### src/rtl/dccm_port_arb_if.sv
// rtl/dccm_port_arb_if.sv - requester and DCCM signal bundle for the DCCM port arbiter
interface dccm_port_arb_if #(
    parameter int DCCM_BITS   = 16,
    parameter int FDATA_WIDTH = 39
);
    logic                   lsu_valid;
    logic                   lsu_wr;
    logic [DCCM_BITS-1:0]   lsu_addr_lo;
    logic [DCCM_BITS-1:0]   lsu_addr_hi;
    logic [FDATA_WIDTH-1:0] lsu_wdata;
    logic                   lsu_ready;
    logic                   lsu_rsp_valid;

    logic                   dma_valid;
    logic                   dma_wr;
    logic [DCCM_BITS-1:0]   dma_addr;
    logic [FDATA_WIDTH-1:0] dma_wdata;
    logic                   dma_ready;
    logic                   dma_rsp_valid;

    logic                   dbg_valid;
    logic                   dbg_wr;
    logic [DCCM_BITS-1:0]   dbg_addr;
    logic [FDATA_WIDTH-1:0] dbg_wdata;
    logic                   dbg_ready;
    logic                   dbg_rsp_valid;

    logic                   dccm_wren;
    logic                   dccm_rden;
    logic [DCCM_BITS-1:0]   dccm_wr_addr;
    logic [DCCM_BITS-1:0]   dccm_rd_addr_lo;
    logic [DCCM_BITS-1:0]   dccm_rd_addr_hi;
    logic [FDATA_WIDTH-1:0] dccm_wr_data;
    logic [FDATA_WIDTH-1:0] dccm_rd_data_lo;
    logic [FDATA_WIDTH-1:0] dccm_rd_data_hi;
    logic [FDATA_WIDTH-1:0] rsp_data_lo;
    logic [FDATA_WIDTH-1:0] rsp_data_hi;

    modport slave (
        input  lsu_valid, lsu_wr, lsu_addr_lo, lsu_addr_hi, lsu_wdata,
        input  dma_valid, dma_wr, dma_addr, dma_wdata,
        input  dbg_valid, dbg_wr, dbg_addr, dbg_wdata,
        input  dccm_rd_data_lo, dccm_rd_data_hi,
        output lsu_ready, dma_ready, dbg_ready,
        output lsu_rsp_valid, dma_rsp_valid, dbg_rsp_valid,
        output dccm_wren, dccm_rden, dccm_wr_addr, dccm_rd_addr_lo, dccm_rd_addr_hi,
        output dccm_wr_data, rsp_data_lo, rsp_data_hi
    );

    modport master (
        output lsu_valid, lsu_wr, lsu_addr_lo, lsu_addr_hi, lsu_wdata,
        output dma_valid, dma_wr, dma_addr, dma_wdata,
        output dbg_valid, dbg_wr, dbg_addr, dbg_wdata,
        output dccm_rd_data_lo, dccm_rd_data_hi,
        input  lsu_ready, dma_ready, dbg_ready,
        input  lsu_rsp_valid, dma_rsp_valid, dbg_rsp_valid,
        input  dccm_wren, dccm_rden, dccm_wr_addr, dccm_rd_addr_lo, dccm_rd_addr_hi,
        input  dccm_wr_data, rsp_data_lo, rsp_data_hi
    );
endinterface

### src/rtl/dccm_port_arb.sv
// rtl/dccm_port_arb.sv - LSU/DMA/DBG arbiter for the single DCCM port; DCCM_PORT_ARB_PERF_EN adds a conflict counter
module dccm_port_arb #(
    parameter int DCCM_BITS   = 16,
    parameter int FDATA_WIDTH = 39,
    parameter int STARVE_MAX  = 4
) (
    input  logic                  i_clk,
    input  logic                  i_rst,
    dccm_port_arb_if.slave        bus
`ifdef DCCM_PORT_ARB_PERF_EN
    ,
    output logic [15:0]           o_perf_conflict_cnt
`endif
);
    typedef enum logic [1:0] {OWN_NONE, OWN_LSU, OWN_DMA, OWN_DBG} owner_e;

    localparam logic [3:0] C_STARVE = 4'(STARVE_MAX);

    owner_e w_grant;
    owner_e w_owner_nxt;
    owner_e r_owner;
    logic [3:0] r_dma_cnt;
    logic [3:0] r_dbg_cnt;

    // Saturated starvation counters override the fixed LSU > DMA > DBG order.
    always_comb begin
        w_grant = OWN_NONE;
        if (!i_rst) begin
            if (bus.dma_valid && r_dma_cnt == C_STARVE)      w_grant = OWN_DMA;
            else if (bus.dbg_valid && r_dbg_cnt == C_STARVE) w_grant = OWN_DBG;
            else if (bus.lsu_valid)                          w_grant = OWN_LSU;
            else if (bus.dma_valid)                          w_grant = OWN_DMA;
            else if (bus.dbg_valid)                          w_grant = OWN_DBG;
        end
    end

    always_comb begin
        bus.lsu_ready       = 1'b0;
        bus.dma_ready       = 1'b0;
        bus.dbg_ready       = 1'b0;
        bus.dccm_wren       = 1'b0;
        bus.dccm_rden       = 1'b0;
        bus.dccm_wr_addr    = '0;
        bus.dccm_rd_addr_lo = '0;
        bus.dccm_rd_addr_hi = '0;
        bus.dccm_wr_data    = '0;
        w_owner_nxt         = OWN_NONE;
        case (w_grant)
            OWN_LSU: begin
                bus.lsu_ready = 1'b1;
                if (bus.lsu_wr) begin
                    bus.dccm_wren    = 1'b1;
                    bus.dccm_wr_addr = bus.lsu_addr_lo;
                    bus.dccm_wr_data = bus.lsu_wdata;
                end else begin
                    bus.dccm_rden       = 1'b1;
                    bus.dccm_rd_addr_lo = bus.lsu_addr_lo;
                    bus.dccm_rd_addr_hi = bus.lsu_addr_hi;
                    w_owner_nxt         = OWN_LSU;
                end
            end
            OWN_DMA: begin
                bus.dma_ready = 1'b1;
                if (bus.dma_wr) begin
                    bus.dccm_wren    = 1'b1;
                    bus.dccm_wr_addr = bus.dma_addr;
                    bus.dccm_wr_data = bus.dma_wdata;
                end else begin
                    bus.dccm_rden       = 1'b1;
                    bus.dccm_rd_addr_lo = bus.dma_addr;
                    bus.dccm_rd_addr_hi = bus.dma_addr;
                    w_owner_nxt         = OWN_DMA;
                end
            end
            OWN_DBG: begin
                bus.dbg_ready = 1'b1;
                if (bus.dbg_wr) begin
                    bus.dccm_wren    = 1'b1;
                    bus.dccm_wr_addr = bus.dbg_addr;
                    bus.dccm_wr_data = bus.dbg_wdata;
                end else begin
                    bus.dccm_rden       = 1'b1;
                    bus.dccm_rd_addr_lo = bus.dbg_addr;
                    bus.dccm_rd_addr_hi = bus.dbg_addr;
                    w_owner_nxt         = OWN_DBG;
                end
            end
            default: ;
        endcase
    end

    always_ff @(posedge i_clk) begin
        if (i_rst) r_owner <= OWN_NONE;
        else       r_owner <= w_owner_nxt;
    end

    always_ff @(posedge i_clk) begin
        if (i_rst) begin
            r_dma_cnt <= '0;
            r_dbg_cnt <= '0;
        end else begin
            if (!bus.dma_valid || w_grant == OWN_DMA) r_dma_cnt <= '0;
            else if (r_dma_cnt < C_STARVE)            r_dma_cnt <= r_dma_cnt + 4'd1;
            if (!bus.dbg_valid || w_grant == OWN_DBG) r_dbg_cnt <= '0;
            else if (r_dbg_cnt < C_STARVE)            r_dbg_cnt <= r_dbg_cnt + 4'd1;
        end
    end

    // Reset in the response cycle drops the pending read data.
    assign bus.lsu_rsp_valid = !i_rst && (r_owner == OWN_LSU);
    assign bus.dma_rsp_valid = !i_rst && (r_owner == OWN_DMA);
    assign bus.dbg_rsp_valid = !i_rst && (r_owner == OWN_DBG);
    assign bus.rsp_data_lo   = bus.dccm_rd_data_lo;
    assign bus.rsp_data_hi   = bus.dccm_rd_data_hi;

`ifdef DCCM_PORT_ARB_PERF_EN
    logic [1:0]  w_nvalid;
    logic [15:0] r_perf_cnt;

    assign w_nvalid = {1'b0, bus.lsu_valid} + {1'b0, bus.dma_valid} + {1'b0, bus.dbg_valid};

    always_ff @(posedge i_clk) begin
        if (i_rst)                                     r_perf_cnt <= '0;
        else if (w_nvalid >= 2'd2 && r_perf_cnt != 16'hFFFF) r_perf_cnt <= r_perf_cnt + 16'd1;
    end

    assign o_perf_conflict_cnt = r_perf_cnt;
`endif
endmodule

### src/flat_wrapper.sv
// flat-port wrapper written by rule: the top's interface ports become plain ports
module dccm_port_arb_flat 
#(
    parameter int DCCM_BITS   = 16,
    parameter int FDATA_WIDTH = 39,
    parameter int STARVE_MAX  = 4
)
  (i_clk, i_rst, bus_lsu_valid, bus_lsu_wr, bus_lsu_addr_lo, bus_lsu_addr_hi, bus_lsu_wdata, bus_dma_valid, bus_dma_wr, bus_dma_addr, bus_dma_wdata, bus_dbg_valid, bus_dbg_wr, bus_dbg_addr, bus_dbg_wdata, bus_dccm_rd_data_lo, bus_dccm_rd_data_hi, bus_lsu_ready, bus_dma_ready, bus_dbg_ready, bus_lsu_rsp_valid, bus_dma_rsp_valid, bus_dbg_rsp_valid, bus_dccm_wren, bus_dccm_rden, bus_dccm_wr_addr, bus_dccm_rd_addr_lo, bus_dccm_rd_addr_hi, bus_dccm_wr_data, bus_rsp_data_lo, bus_rsp_data_hi);
  dccm_port_arb_if #(.DCCM_BITS(DCCM_BITS), .FDATA_WIDTH(FDATA_WIDTH)) bus_i ();
  input  logic i_clk;
  input  logic i_rst;
  input wire logic [$bits(bus_i.lsu_valid)-1:0] bus_lsu_valid;
  input wire logic [$bits(bus_i.lsu_wr)-1:0] bus_lsu_wr;
  input wire logic [$bits(bus_i.lsu_addr_lo)-1:0] bus_lsu_addr_lo;
  input wire logic [$bits(bus_i.lsu_addr_hi)-1:0] bus_lsu_addr_hi;
  input wire logic [$bits(bus_i.lsu_wdata)-1:0] bus_lsu_wdata;
  input wire logic [$bits(bus_i.dma_valid)-1:0] bus_dma_valid;
  input wire logic [$bits(bus_i.dma_wr)-1:0] bus_dma_wr;
  input wire logic [$bits(bus_i.dma_addr)-1:0] bus_dma_addr;
  input wire logic [$bits(bus_i.dma_wdata)-1:0] bus_dma_wdata;
  input wire logic [$bits(bus_i.dbg_valid)-1:0] bus_dbg_valid;
  input wire logic [$bits(bus_i.dbg_wr)-1:0] bus_dbg_wr;
  input wire logic [$bits(bus_i.dbg_addr)-1:0] bus_dbg_addr;
  input wire logic [$bits(bus_i.dbg_wdata)-1:0] bus_dbg_wdata;
  input wire logic [$bits(bus_i.dccm_rd_data_lo)-1:0] bus_dccm_rd_data_lo;
  input wire logic [$bits(bus_i.dccm_rd_data_hi)-1:0] bus_dccm_rd_data_hi;
  output wire logic [$bits(bus_i.lsu_ready)-1:0] bus_lsu_ready;
  output wire logic [$bits(bus_i.dma_ready)-1:0] bus_dma_ready;
  output wire logic [$bits(bus_i.dbg_ready)-1:0] bus_dbg_ready;
  output wire logic [$bits(bus_i.lsu_rsp_valid)-1:0] bus_lsu_rsp_valid;
  output wire logic [$bits(bus_i.dma_rsp_valid)-1:0] bus_dma_rsp_valid;
  output wire logic [$bits(bus_i.dbg_rsp_valid)-1:0] bus_dbg_rsp_valid;
  output wire logic [$bits(bus_i.dccm_wren)-1:0] bus_dccm_wren;
  output wire logic [$bits(bus_i.dccm_rden)-1:0] bus_dccm_rden;
  output wire logic [$bits(bus_i.dccm_wr_addr)-1:0] bus_dccm_wr_addr;
  output wire logic [$bits(bus_i.dccm_rd_addr_lo)-1:0] bus_dccm_rd_addr_lo;
  output wire logic [$bits(bus_i.dccm_rd_addr_hi)-1:0] bus_dccm_rd_addr_hi;
  output wire logic [$bits(bus_i.dccm_wr_data)-1:0] bus_dccm_wr_data;
  output wire logic [$bits(bus_i.rsp_data_lo)-1:0] bus_rsp_data_lo;
  output wire logic [$bits(bus_i.rsp_data_hi)-1:0] bus_rsp_data_hi;
  assign bus_i.lsu_valid = bus_lsu_valid;
  assign bus_i.lsu_wr = bus_lsu_wr;
  assign bus_i.lsu_addr_lo = bus_lsu_addr_lo;
  assign bus_i.lsu_addr_hi = bus_lsu_addr_hi;
  assign bus_i.lsu_wdata = bus_lsu_wdata;
  assign bus_i.dma_valid = bus_dma_valid;
  assign bus_i.dma_wr = bus_dma_wr;
  assign bus_i.dma_addr = bus_dma_addr;
  assign bus_i.dma_wdata = bus_dma_wdata;
  assign bus_i.dbg_valid = bus_dbg_valid;
  assign bus_i.dbg_wr = bus_dbg_wr;
  assign bus_i.dbg_addr = bus_dbg_addr;
  assign bus_i.dbg_wdata = bus_dbg_wdata;
  assign bus_i.dccm_rd_data_lo = bus_dccm_rd_data_lo;
  assign bus_i.dccm_rd_data_hi = bus_dccm_rd_data_hi;
  assign bus_lsu_ready = bus_i.lsu_ready;
  assign bus_dma_ready = bus_i.dma_ready;
  assign bus_dbg_ready = bus_i.dbg_ready;
  assign bus_lsu_rsp_valid = bus_i.lsu_rsp_valid;
  assign bus_dma_rsp_valid = bus_i.dma_rsp_valid;
  assign bus_dbg_rsp_valid = bus_i.dbg_rsp_valid;
  assign bus_dccm_wren = bus_i.dccm_wren;
  assign bus_dccm_rden = bus_i.dccm_rden;
  assign bus_dccm_wr_addr = bus_i.dccm_wr_addr;
  assign bus_dccm_rd_addr_lo = bus_i.dccm_rd_addr_lo;
  assign bus_dccm_rd_addr_hi = bus_i.dccm_rd_addr_hi;
  assign bus_dccm_wr_data = bus_i.dccm_wr_data;
  assign bus_rsp_data_lo = bus_i.rsp_data_lo;
  assign bus_rsp_data_hi = bus_i.rsp_data_hi;
  dccm_port_arb #(.DCCM_BITS(DCCM_BITS), .FDATA_WIDTH(FDATA_WIDTH), .STARVE_MAX(STARVE_MAX)) u_core (.i_clk(i_clk), .i_rst(i_rst), .bus(bus_i));
endmodule
### config.mk
export PLATFORM = sky130hd
export DESIGN_NAME = dccm_port_arb_flat
export DESIGN_NICKNAME = d
export VERILOG_FILES = /design/src/rtl/dccm_port_arb_if.sv /design/src/rtl/dccm_port_arb.sv /design/src/flat_wrapper.sv
export SDC_FILE = /design/constraint.sdc
export NUM_CORES = 1
export LEC_CHECK = 0
export BUFFER_PORTS_ARGS = -buffer_cell sky130_fd_sc_hd__buf_2
export CORE_AREA = 5 5 166 168
export DETAILED_ROUTE_END_ITERATION = 8
export DIE_AREA = 0 0 171 173
export GPL_ROUTABILITY_DRIVEN = 0
export MAX_ROUTING_LAYER = met4
export PLACE_DENSITY = 0.39
export SLEW_MARGIN = 15
export SYNTH_ARGS = -nofsm -noshare
export SYNTH_HDL_FRONTEND = slang
export SYNTH_SLANG_ARGS = --single-unit
### constraint.sdc
create_clock -name i_clk -period 2.05 [get_ports i_clk]
set_input_delay 0.3075 -clock i_clk [delete_from_list [all_inputs] [get_ports i_clk]]
set_output_delay 0.3075 -clock i_clk [all_outputs]
set_load 0.005 [all_outputs]
# After elaboration in Yosys (flattened, before gate mapping)
# Cells that the tools add are included.
[op_classes]
n_eq_ne = 8
magnitude_cmp = 2
mux = 35
reduce_logical = 12
n_addsub = 2
[ops]
columns = ["operator", "n"]
rows = [
  ["$pmux W16 S3", 3],
  ["$mux W39", 3],
  ["$pmux W39 S3", 1],
  ["$mux W16", 7],
  ["$mux W2", 8],
  ["$mux W1", 10],
  ["$add A4 B1 Y4 const B", 2],
  ["$eq A2 B2 Y1 const B", 4],
  ["$eq A4 B3 Y1 const B", 2],
  ["$lt A4 B3 Y1 const B", 2],
  ["$pmux W1 S3", 2],
  ["$pmux W2 S3", 1],
  ["$logic_and A1 B1 Y1", 5],
  ["$eq A2 B1 Y1 const B", 2],
  ["$reduce_or A2 Y1", 2],
  ["$logic_not A1 Y1", 3],
  ["$logic_or A1 B1 Y1", 2],
]
[totals]
ff_bits = 10
in_bits = 267
out_inout_bits = 173

# Depth between registers and ports, before layout
[depth]
word_depth = 9
depth_mapped = 8

# Least setup slack after synthesis
# Ideal clock, no wire load.
[synth_timing]
path_kind = "register -> output"
from = "register u_core.r_dbg_cnt[0]"
to = "output bus_dccm_wr_data[13]"
setup_slack_ns = -0.150
required_ns = 1.742
arrival_ns = 1.892
stages_incl_launch_ff = 9
cell_sequence = "dfxtp_1 > inv_1 > ha_1 > and4b_4 > o311ai_4 > buf_2 > buf_6 > a31oi_1 > a221oi_1"
[synth_via]
elab_chain_cells = 7
[synth_lines]
columns = ["item", "line", "source"]
rows = [
  ["start: declaration", "dccm_port_arb.sv:23", "logic [3:0] r_dbg_cnt;"],
  ["start signal: assignment", "dccm_port_arb.sv:105", "else if (r_dbg_cnt < C_STARVE) r_dbg_cnt <= r_dbg_cnt + 4'd1;"],
  ["$eq A4 B3 Y1 (*)", "dccm_port_arb.sv:30", "else if (bus.dbg_valid && r_dbg_cnt == C_STARVE) w_grant = OWN_DBG;"],
  ["$logic_and A1 B1 Y1 (*)", "dccm_port_arb.sv:30", ""],
  ["$mux W2 (*)", "dccm_port_arb.sv:30", ""],
  ["$mux W2 (*)", "dccm_port_arb.sv:29", "if (bus.dma_valid && r_dma_cnt == C_STARVE) w_grant = OWN_DMA;"],
  ["$mux W2 (*)", "dccm_port_arb.sv:28", "if (!i_rst) begin"],
  ["$eq A2 B2 Y1 / $eq A2 B1 Y1 (equally long branches)", "dccm_port_arb.sv:48", "case (w_grant)"],
  ["$pmux W39 S3 (*)", "dccm_port_arb.sv:48", ""],
  ["end: declaration", "flat_wrapper.sv:38", "output wire logic [$bits(bus_i.dccm_wr_data)-1:0] bus_dccm_wr_data;"],
]
# Every way passes the cells marked *; elsewhere a longest branch is shown, timed or not.

# Final worst setup path
[layout_timing]
from = "register u_core.r_dbg_cnt[0]"
to = "output bus_dccm_wr_addr[15]"
[layout_via]
elab_chain_cells = 7
[layout_lines]
columns = ["item", "line", "source"]
rows = [
  ["$eq A4 B3 Y1 (*)", "dccm_port_arb.sv:30", ""],
  ["$logic_and A1 B1 Y1 (*)", "dccm_port_arb.sv:30", ""],
  ["$mux W2 (*)", "dccm_port_arb.sv:30", ""],
  ["$mux W2 (*)", "dccm_port_arb.sv:29", ""],
  ["$mux W2 (*)", "dccm_port_arb.sv:28", ""],
  ["$eq A2 B2 Y1 / $eq A2 B1 Y1 (equally long branches)", "dccm_port_arb.sv:48", ""],
  ["$pmux W16 S3 (*)", "dccm_port_arb.sv:48", ""],
  ["end: declaration", "flat_wrapper.sv:35", "output wire logic [$bits(bus_i.dccm_wr_addr)-1:0] bus_dccm_wr_addr;"],
]
# Marks and branches as above.

==> out/results.txt <==
MaxCap Viol Count -> 0
CP max-delay cell -> dfxtp_2
Placed Area -> 5130 um2
# setup viols final -> 91
achievable clock frequency -> 398 MHz
CP Capture Point -> bus_dccm_wr_addr[15]
most frequent CP cell -> buf_12
Detailed Routing Iterations Pass 1 -> 4
Die Y -> 173 um
quantity of I/O buffers inserted on ports -> 283
most frequent cells in the layout -> 282 x buf_2, 58 x nand2_1, 56 x nand3_1, 55 x buf_4, 42 x a221oi_2
Top FF cell, synth -> dfxtp_1
pre-CTS WS -> -0.240 ns
CTS tree -> built
Starting DRT DRC Count -> 146
worst-skew pair later-pin latency -> 0.23 ns
cells after synthesis -> 473
final setup margin -> -0.462 ns
Worst R2R Start -> u_core.r_dbg_cnt[0]
CTS Sinks -> 10
Max clock buf depth -> 2
RSZ-0062 raised after global routing -> true
Worst path top cell family by delay -> buffers and inverters
Hold Path Stages -> 3
Slew Limit Fails -> 0
vias in the first global route -> 5,045
Hold Fails Final Rpt -> 0
Synth Register Bits -> 10
failing checks -> setup timing
Layout Skew -> 0.00155 ns
yosys warns -> 0
critical setup path kind -> reg2out
Residual DRC -> 0
Startpoint Class -> flip-flop
post-DP HPWL -> 15,700 um
Arr. time, crit path -> 2.20 ns
Worst-path clk slew -> 0.04 ns
CTS Buf Count -> 3
initial antenna violation count -> 2
Net Count, Synth -> 744
drt total wl -> 21,300 um
Distinct cells, synth -> 38
Worst path max stage delay -> 0.33 ns
Mapped Area -> 3230 um2
vias -> 4,968
Starting Density -> 12.5%
fin area -> 6210 um2
H-tree levels -> 1
first-pass GRT wire length -> 28,500 um
crit path cell chain -> inv_2 -> ha_4 -> and4b_4 -> o311ai_4 -> buf_6 -> buf_12 -> buf_12 -> a31oi_1 -> a221oi_2 -> buf_2
worst hold slack -> 0.580 ns
relative slew slack -> 73.3%
Req. time, crit path -> 1.74 ns
I/O pins -> 440
GRT Util Overall -> 12.5%
status -> finished with violations
CP Capture Type -> output pin
total global routing overflow -> 0
pin count of the biggest net entering global routing -> 46
period utilization -> 123%
routed len/inst -> 20.0 um
commonest non-fill, non-tap cell in the layout -> buf_2
min Tclk post-route -> 2.51 ns
Async S/R FF share, synth -> 0%
final net count -> 1,001
power density over the cells -> 296 nW/um2
reg-to-reg endpoint -> u_core.r_owner[0]
Layout area overhead -> 92.4%
sum of negative setup slack -> -35.47 ns
reg2reg path depth -> 9
fraction of layout cells with a size suffix above 1 -> 65.7%
CORE AREA -> 25,800 um2
Critical Path Start -> u_core.r_dbg_cnt[0]
CTS root buf -> clkbuf_16
CP bufs+invs -> 5
Seq/Total Area, Yosys -> 6.20%
DR vias/cell -> 4.66
Levels on crit path -> 10
syn_area_per_cell -> 6.83 um2
Hold Path Class -> reg2reg
# rows -> 59
r2r setup slk -> 0.08 ns
count of flip-flops with a built-in enable after synthesis -> 0
number of hold buffers added after CTS -> 0
crit-path max FO -> 8
die area -> 29,600 um2
die width -> 171 um
ANT nets after route -> 0
VDD IR-drop max -> 0.186 mV
actual slew at the worst max-slew pin -> 0.400 ns
Final Util -> 24.1%
leak pwr -> 2.80 nW
==> routing by layer <==
metal  vias up  part of all wire, %  track usage, %
li1       2282                    -               -
met1      2333                   37            13.2
met2       303                   52            23.2
met3        50                  8.4            2.53
met4         0                  2.9            3.83
met5         -                    0               -
==> through the flow <==
step                instances  total power, mW
floorplan                 473            0.757
global placement         1030             1.25
detailed placement       1030             1.24
CTS                      1038             1.65
global route             1065             1.95
finish                   1065             1.84
==> cell families after synthesis <==
group                    share of synthesized area (%)
buffers and inverters                             26.5
adder cells (fa/ha/maj)                           1.55
flip-flops                                        6.20
AND/OR/NAND/NOR                                   23.6
XOR/XNOR                                         0.543
AO/OA/AOI/OAI                                     41.5
==> power breakdown <==
group          switching, mW  internal, mW  total [mW]
Combinational          0.651         0.646        1.30
Clock                 0.0822         0.252       0.334
Sequential           0.00329         0.201       0.204
==> registers in the layout, indices dropped and copies added (netlist names) <==
register          cells
u_core.r_dbg_cnt      4
u_core.r_dma_cnt      4
u_core.r_owner        2
==> layout make-up <==
| type | instances | area, um2 |
|---|---|---|
| fill | 2874 | 19600 |
| multi-input combinational | 321 | 2810 |
| timing repair buffer | 386 | 2670 |
| tap | 335 | 419 |
| sequential | 10 | 205 |
| clock buffer | 3 | 75.1 |
| inverter | 8 | 30.0 |
| antenna | 2 | 5.00 |
==> worst register-to-register path: stages (launching register included) <==
cell and delay [ns]:
dfxtp_2 0.33, inv_2 0.04, ha_4 0.15, and4b_4 0.21, o311ai_4 0.26, buf_6 0.20, nor3_4 0.06, buf_12 0.16
buf_4 0.16, or2_2 0.28
==> cells in the mapped netlist (all sizes together) (2+ instances only) <==
cell type | instances | area, um2
a21oi | 5 | 25.0
a221o | 32 | 320
a221oi | 55 | 544
a31oi | 55 | 344
and2 | 16 | 100
buf | 99 | 694
clkbuf | 35 | 133
dfxtp | 10 | 200
ha | 4 | 50.1
inv | 8 | 30.0
nand2 | 58 | 218
nand3 | 56 | 280
nand4b | 2 | 17.5
nor2 | 13 | 48.8
nor3 | 2 | 20.0
nor3b | 2 | 15.0
o21ai | 4 | 20.0
or2 | 2 | 12.5
xnor2 | 2 | 17.5
==> what timing repair did <==
action,4_1_cts,5_1_grt
setup endpoints to repair,91,91
gates cloned,1,6
gates resized for setup,28,77
buffers inserted,4,21
endpoints found under the hold margin,0,0
pin swaps,4,31
==> worst min path at each step <==
stage                     endpoint                 from  slack, ns
4_1_cts        u_core.r_dma_cnt[2]  u_core.r_dma_cnt[2]       0.58
2_1_floorplan  u_core.r_dma_cnt[3]  u_core.r_dma_cnt[3]       0.45
5_1_grt        u_core.r_dma_cnt[3]  u_core.r_dma_cnt[3]       0.61
3_3_place_gp   u_core.r_dma_cnt[2]  u_core.r_dma_cnt[2]       0.57
3_5_place_dp   u_core.r_dma_cnt[2]  u_core.r_dma_cnt[2]       0.57
6_report       u_core.r_dma_cnt[2]  u_core.r_dma_cnt[2]       0.58
Power figures use the tool's default switching activity.
